### src/rtl/hilo_if.sv
// HI/LO unit bus: MT/MF controls, mul/div request, and result/status outputs.
interface hilo_if;
    logic        hilowrite;
    logic        hilodst;
    logic        hilosrc;
    logic [31:0] wdata;
    logic        op_start;
    logic [1:0]  op_sel;
    logic [31:0] src_a;
    logic [31:0] src_b;
    logic        flush;
    logic [31:0] rdata;
    logic [31:0] hi_o;
    logic [31:0] lo_o;
    logic        busy;
    logic        done;

    modport master (
        output hilowrite, hilodst, hilosrc, wdata, op_start, op_sel, src_a, src_b, flush,
        input  rdata, hi_o, lo_o, busy, done
    );
    modport slave (
        input  hilowrite, hilodst, hilosrc, wdata, op_start, op_sel, src_a, src_b, flush,
        output rdata, hi_o, lo_o, busy, done
    );
endinterface

### src/rtl/hilo_unit.sv
// HI/LO registers with single-cycle-latched multiply and a 32-step restoring divider.
// Define HILO_DIV_EN to build the divider (DIV/FIX states); otherwise DIV/DIVU are ignored.
module hilo_unit (
    input  logic   clk,
    input  logic   resetn,
    hilo_if.slave  bus
);
`ifdef HILO_DIV_EN
    typedef enum logic [1:0] {IDLE, MUL, DIV, FIX} state_e;
`else
    typedef enum logic [1:0] {IDLE, MUL} state_e;
`endif

    state_e      state_q, state_d;
    logic [31:0] hi_q, hi_d, lo_q, lo_d;
    logic [63:0] prod_q, prod_d;
    logic        done_q, done_d;

    logic        accept, is_signed;
    logic [63:0] a_ext, b_ext, prod_full;

    assign is_signed = ~bus.op_sel[0];
`ifdef HILO_DIV_EN
    assign accept = bus.op_start && !bus.flush && (state_q == IDLE);
`else
    assign accept = bus.op_start && !bus.flush && (state_q == IDLE) && !bus.op_sel[1];
`endif
    assign a_ext     = {{32{is_signed & bus.src_a[31]}}, bus.src_a};
    assign b_ext     = {{32{is_signed & bus.src_b[31]}}, bus.src_b};
    assign prod_full = a_ext * b_ext;

`ifdef HILO_DIV_EN
    logic [4:0]  cnt_q, cnt_d;
    logic [31:0] quo_q, quo_d, rem_q, rem_d, dvs_q, dvs_d;
    logic        negq_q, negq_d, negr_q, negr_d, dz_q, dz_d;
    logic [32:0] rem_sh, diff;

    // Remainder shifted left with the next dividend bit; dividend bits drain out of quo_q's top.
    assign rem_sh = {rem_q, quo_q[31]};
    assign diff   = rem_sh - {1'b0, dvs_q};
`endif

    always_comb begin
        state_d = state_q;
        hi_d    = hi_q;
        lo_d    = lo_q;
        prod_d  = prod_q;
        done_d  = 1'b0;
`ifdef HILO_DIV_EN
        cnt_d  = cnt_q;
        quo_d  = quo_q;
        rem_d  = rem_q;
        dvs_d  = dvs_q;
        negq_d = negq_q;
        negr_d = negr_q;
        dz_d   = dz_q;
`endif
        case (state_q)
            IDLE: begin
                if (accept) begin
                    if (!bus.op_sel[1]) begin
                        prod_d  = prod_full;
                        state_d = MUL;
                    end
`ifdef HILO_DIV_EN
                    else begin
                        quo_d   = (is_signed && bus.src_a[31]) ? -bus.src_a : bus.src_a;
                        dvs_d   = (is_signed && bus.src_b[31]) ? -bus.src_b : bus.src_b;
                        rem_d   = 32'd0;
                        negq_d  = is_signed & (bus.src_a[31] ^ bus.src_b[31]);
                        negr_d  = is_signed & bus.src_a[31];
                        cnt_d   = 5'd0;
                        dz_d    = (bus.src_b == 32'd0);
                        state_d = (bus.src_b == 32'd0) ? FIX : DIV;
                    end
`endif
                end else if (bus.hilowrite && !bus.flush) begin
                    if (bus.hilodst) hi_d = bus.wdata;
                    else             lo_d = bus.wdata;
                end
            end
            MUL: begin
                state_d = IDLE;
                if (!bus.flush) begin
                    hi_d   = prod_q[63:32];
                    lo_d   = prod_q[31:0];
                    done_d = 1'b1;
                end
            end
`ifdef HILO_DIV_EN
            DIV: begin
                if (bus.flush) begin
                    state_d = IDLE;
                    cnt_d   = 5'd0;
                end else begin
                    if (!diff[32]) begin
                        rem_d = diff[31:0];
                        quo_d = {quo_q[30:0], 1'b1};
                    end else begin
                        rem_d = rem_sh[31:0];
                        quo_d = {quo_q[30:0], 1'b0};
                    end
                    cnt_d = cnt_q + 5'd1;
                    if (cnt_q == 5'd31) state_d = FIX;
                end
            end
            FIX: begin
                state_d = IDLE;
                cnt_d   = 5'd0;
                if (!bus.flush) begin
                    done_d = 1'b1;
                    if (!dz_q) begin
                        lo_d = negq_q ? -quo_q : quo_q;
                        hi_d = negr_q ? -rem_q : rem_q;
                    end
                end
            end
`endif
            default: state_d = IDLE;
        endcase
    end

    always_ff @(posedge clk or negedge resetn) begin
        if (!resetn) begin
            state_q <= IDLE;
            hi_q    <= 32'd0;
            lo_q    <= 32'd0;
            prod_q  <= 64'd0;
            done_q  <= 1'b0;
`ifdef HILO_DIV_EN
            cnt_q   <= 5'd0;
            quo_q   <= 32'd0;
            rem_q   <= 32'd0;
            dvs_q   <= 32'd0;
            negq_q  <= 1'b0;
            negr_q  <= 1'b0;
            dz_q    <= 1'b0;
`endif
        end else begin
            state_q <= state_d;
            hi_q    <= hi_d;
            lo_q    <= lo_d;
            prod_q  <= prod_d;
            done_q  <= done_d;
`ifdef HILO_DIV_EN
            cnt_q   <= cnt_d;
            quo_q   <= quo_d;
            rem_q   <= rem_d;
            dvs_q   <= dvs_d;
            negq_q  <= negq_d;
            negr_q  <= negr_d;
            dz_q    <= dz_d;
`endif
        end
    end

    assign bus.rdata = bus.hilosrc ? hi_q : lo_q;
    assign bus.hi_o  = hi_q;
    assign bus.lo_o  = lo_q;
    assign bus.busy  = (state_q != IDLE);
    assign bus.done  = done_q;
endmodule

### src/flat_wrapper.sv
// flat-port wrapper written by rule: the top's interface ports become plain ports
module hilo_unit_flat 
  (clk, resetn, bus_hilowrite, bus_hilodst, bus_hilosrc, bus_wdata, bus_op_start, bus_op_sel, bus_src_a, bus_src_b, bus_flush, bus_rdata, bus_hi_o, bus_lo_o, bus_busy, bus_done);
  hilo_if bus_i ();
  input  logic clk;
  input  logic resetn;
  input wire logic [$bits(bus_i.hilowrite)-1:0] bus_hilowrite;
  input wire logic [$bits(bus_i.hilodst)-1:0] bus_hilodst;
  input wire logic [$bits(bus_i.hilosrc)-1:0] bus_hilosrc;
  input wire logic [$bits(bus_i.wdata)-1:0] bus_wdata;
  input wire logic [$bits(bus_i.op_start)-1:0] bus_op_start;
  input wire logic [$bits(bus_i.op_sel)-1:0] bus_op_sel;
  input wire logic [$bits(bus_i.src_a)-1:0] bus_src_a;
  input wire logic [$bits(bus_i.src_b)-1:0] bus_src_b;
  input wire logic [$bits(bus_i.flush)-1:0] bus_flush;
  output wire logic [$bits(bus_i.rdata)-1:0] bus_rdata;
  output wire logic [$bits(bus_i.hi_o)-1:0] bus_hi_o;
  output wire logic [$bits(bus_i.lo_o)-1:0] bus_lo_o;
  output wire logic [$bits(bus_i.busy)-1:0] bus_busy;
  output wire logic [$bits(bus_i.done)-1:0] bus_done;
  assign bus_i.hilowrite = bus_hilowrite;
  assign bus_i.hilodst = bus_hilodst;
  assign bus_i.hilosrc = bus_hilosrc;
  assign bus_i.wdata = bus_wdata;
  assign bus_i.op_start = bus_op_start;
  assign bus_i.op_sel = bus_op_sel;
  assign bus_i.src_a = bus_src_a;
  assign bus_i.src_b = bus_src_b;
  assign bus_i.flush = bus_flush;
  assign bus_rdata = bus_i.rdata;
  assign bus_hi_o = bus_i.hi_o;
  assign bus_lo_o = bus_i.lo_o;
  assign bus_busy = bus_i.busy;
  assign bus_done = bus_i.done;
  hilo_unit u_core (.clk(clk), .resetn(resetn), .bus(bus_i));
endmodule
### config.mk
export PLATFORM = sky130hd
export DESIGN_NAME = hilo_unit_flat
export DESIGN_NICKNAME = d
export VERILOG_FILES = /design/src/rtl/hilo_if.sv /design/src/rtl/hilo_unit.sv /design/src/flat_wrapper.sv
export SDC_FILE = /design/constraint.sdc
export NUM_CORES = 2
export LEC_CHECK = 0
export CAP_MARGIN = 20
export CORE_MARGIN = 3
export CORE_UTILIZATION = 30
export CTS_BUF_LIST = sky130_fd_sc_hd__clkbuf_8
export CTS_CLUSTER_DIAMETER = 120
export DETAILED_ROUTE_END_ITERATION = 8
export GPL_ROUTABILITY_DRIVEN = 0
export PLACE_DENSITY = 0.45
export SLEW_MARGIN = 5
export SYNTH_ARGS = -nofsm -noshare
export SYNTH_HDL_FRONTEND = slang
export SYNTH_SLANG_ARGS = --single-unit
### constraint.sdc
create_clock -name clk -period 3.2 [get_ports clk]
set_input_delay 0.64 -clock clk [delete_from_list [all_inputs] [get_ports clk]]
set_output_delay 0.64 -clock clk [all_outputs]
set_load 0.01 [all_outputs]
==> metrics.cfg <==
[run_status]
status=finished with violations
violations=negative setup slack

[global_routing]
antenna_found_initial=10
overflow=0
gr-usage-all-layers_pct=20.65
grt_pass1_wl_um=235100
grt_max_degree=108
grt_pass1_vias=37510

[synth]
synth_area_um2=43490
synth-seq-cells=130
synth_top_area_share_pct=51.78
syn_inst=4742
yosys_warnings=0
synth_cell_types=72
synth.avg_cell_area_um2=9.172
synth_most_common_cell=fa_1
synth_flop_cell=dfrtp_1
seq_area_frac_synth_pct=7.480
synth_top_area_cell=fa_1
synth-async-reset-ratio_pct=100.0
synth.net_count=6184
synth_edf_count=0
synthTopCellsByCount=fa_1, inv_1, nand2_1, and2_1, clkbuf_1
synth_area_leaders=fa_1, inv_1, dfrtp_1, nand2_1, ha_1

[critical_path]
endpoint_kind=flip-flop
cp_slowest_stage_delay_ns=0.57
startpoint=bus_src_b[1]
cp-start-kind=input port
reg2reg_depth=6
cp_slowest_cell=fa_2
critPathMaxFanout=6
crit_path_frequent_cell=fa_1
r2r-start=u_core.state_q[0]
crit_end=u_core.prod_q[59]
worstPathArrival_ns=7.76
required_ns=3.54
crit_type=in2reg
ff2ff_setup_slack_ns=1.08
r2r_end=u_core.bus.lo_o[20]

[timing]
timing.fmax_ghz=0.1347
fin_skew_ns=0.008431
tightest_slew_ns=0.7000
hold_viol=0
min_period_ns=7.422
tns_ns=-206.83
fin_crit_sh_pct=231.9
setup_violations=59
report.final.slew_viol_count=0
setup_slack_ns=-4.222
slew-limit-headroom_pct=53.33
rsz0062_at_grt=yes

[routing]
drc_errors=0
route.final.wire_length_um=152400
viasPerCell=4.568
drt_first_iter_violations=1696
postRouteAntennaNets=0
firstDrtPassIters=5
num_vias=33550
avgRoutedWirePerCell_um=20.75

[layout]
fin_nets=6866
fill_cells=14320
regArea_um2=3257
area_growth_pct=33.43
drive_above_1_share_pct=25.75
final_area_um2=58030
multiInputGateArea_um2=37560

[clocking]
ctsHoldBuffers=0
htree_levels=4
cts-root-buf=clkbuf_8
clk_path_buf_depth=2
cts_sinks=130
cts_made_buffers=17
cts_tree=done
clkLatencyLatePin_ns=0.44
cts.clk_slew.worst_paths_ns=0.08

[floorplan]
row_count=139
die_w_um=386.8
initial_core_util_pct=30.24
die_h_um=386.8
core_area_um2=143800
die_area_um2=149600
pin_count=203

[run]
cap_violations=0

[placed_design]
io_buffers=202
place_hpwl_um=121600
place_area_um2=53110

[min_path]
hp-class=in2async

==> what timing repair did <==
action	CTS	global route
hold endpoints to repair	0	0
gates cloned	29	4
resized for setup	577	405
setup endpoints to repair	61	60
buffers inserted	132	39
pin swaps	194	261
==> stage by stage <==
step | util (%) | hold WS, ns | cells | setup WS (ns)
after global placement | 36.92 | 0.4631 | 7126 | -5.259
after global routing | 40.34 | 0.2001 | 7341 | -4.396
after floorplan | - | 0.3444 | 4742 | -4.422
final | 40.35 | 0.1908 | 7343 | -4.222
after detailed placement | 36.92 | 0.4653 | 7126 | -5.232
after CTS | 39.43 | 0.1898 | 7314 | -4.239
==> worst min path at each step <==
stage / slack, ns / end / startpoint / cells after the start
6_report: 0.19 / u_core.bus.lo_o[8] / resetn / 1
5_1_grt: 0.20 / u_core.bus.lo_o[8] / resetn / 1
4_1_cts: 0.19 / u_core.bus.lo_o[8] / resetn / 1
3_5_place_dp: 0.47 / u_core.prod_q[0] / u_core.prod_q[0] / 2
3_3_place_gp: 0.46 / u_core.prod_q[0] / u_core.prod_q[0] / 2
2_1_floorplan: 0.34 / u_core.bus.done / resetn / 0
==> metal layers <==
metal | GRT usage (%) | wire length [um]
met1 | 28.11 | 67650
met2 | 35.96 | 74540
met3 | 2.326 | 6886
met4 | 3.322 | 3288
met5 | 0 | 0
==> placed cells by master (no fill, tap or decap), types with 13 or more instances in the layout <==
cell type           n
buf_12            128
fa_2              100
nor2b_1            36
xnor2_1            27
clkbuf_2           14
inv_1             999
mux2_2             32
inv_2             106
and2_4             58
nand2_2            39
o21ai_2            18
and2_1            315
buf_8              34
ha_4               62
o21ai_1            40
fa_1             1025
a21oi_1           131
a21o_1             33
a21oi_2            22
nand2_1           771
dfrtp_1           129
bufbuf_16          18
nor2_1             76
nand2_4            16
clkdlybuf4s50_1   136
o21ai_0            45
ha_1              149
buf_6             122
buf_4             427
clkbuf_8           17
nand3_1            13
==> area by class of cell <==
class	count	area share, %
Multi-Input combinational cell	3249	64.72
Clock buffer	17	0.4032
Sequential cell	130	5.612
Tap cell	1903	4.103
Clock inverter	15	0.2868
Antenna cell	3	0.01294
Inverter	1106	7.171
Timing Repair Buffer	920	17.69
==> state kept, by name, summed over array words and instances (netlist names) <==
register / cells
u_core.bus.done: 1
u_core.bus.hi_o: 32
u_core.bus.lo_o: 32
u_core.prod_q: 64
u_core.state_q: 1
==> critical path: cells and delay by family <==
| kind | cells | cell delay [ns] |
|---|---|---|
| adders and majority gates | 9 | 4.38 |
| AOI/OAI and AO/OA | 8 | 1.66 |
| buffers and inverters | 10 | 0.76 |
| and+or+nand+nor | 2 | 0.29 |
==> cells by family (layout without fill, tap and decap cells) <==
logic type | after synthesis | after routing | synth area share, %
and+or+nand+nor | 1429 | 1429 | 15.28
buffers and inverters | 1363 | 2058 | 11.77
adders and majority gates | 1337 | 1337 | 57.88
AOI/OAI and AO/OA | 388 | 388 | 5.477
DFF | 130 | 130 | 7.480
xor gates and xnor gates | 60 | 60 | 1.208
muxes | 35 | 35 | 0.8976
other | 0 | 3 | 0
Power is not shown: default switching activity piles up to over one toggle a cycle in this logic, so the estimate is an artifact.
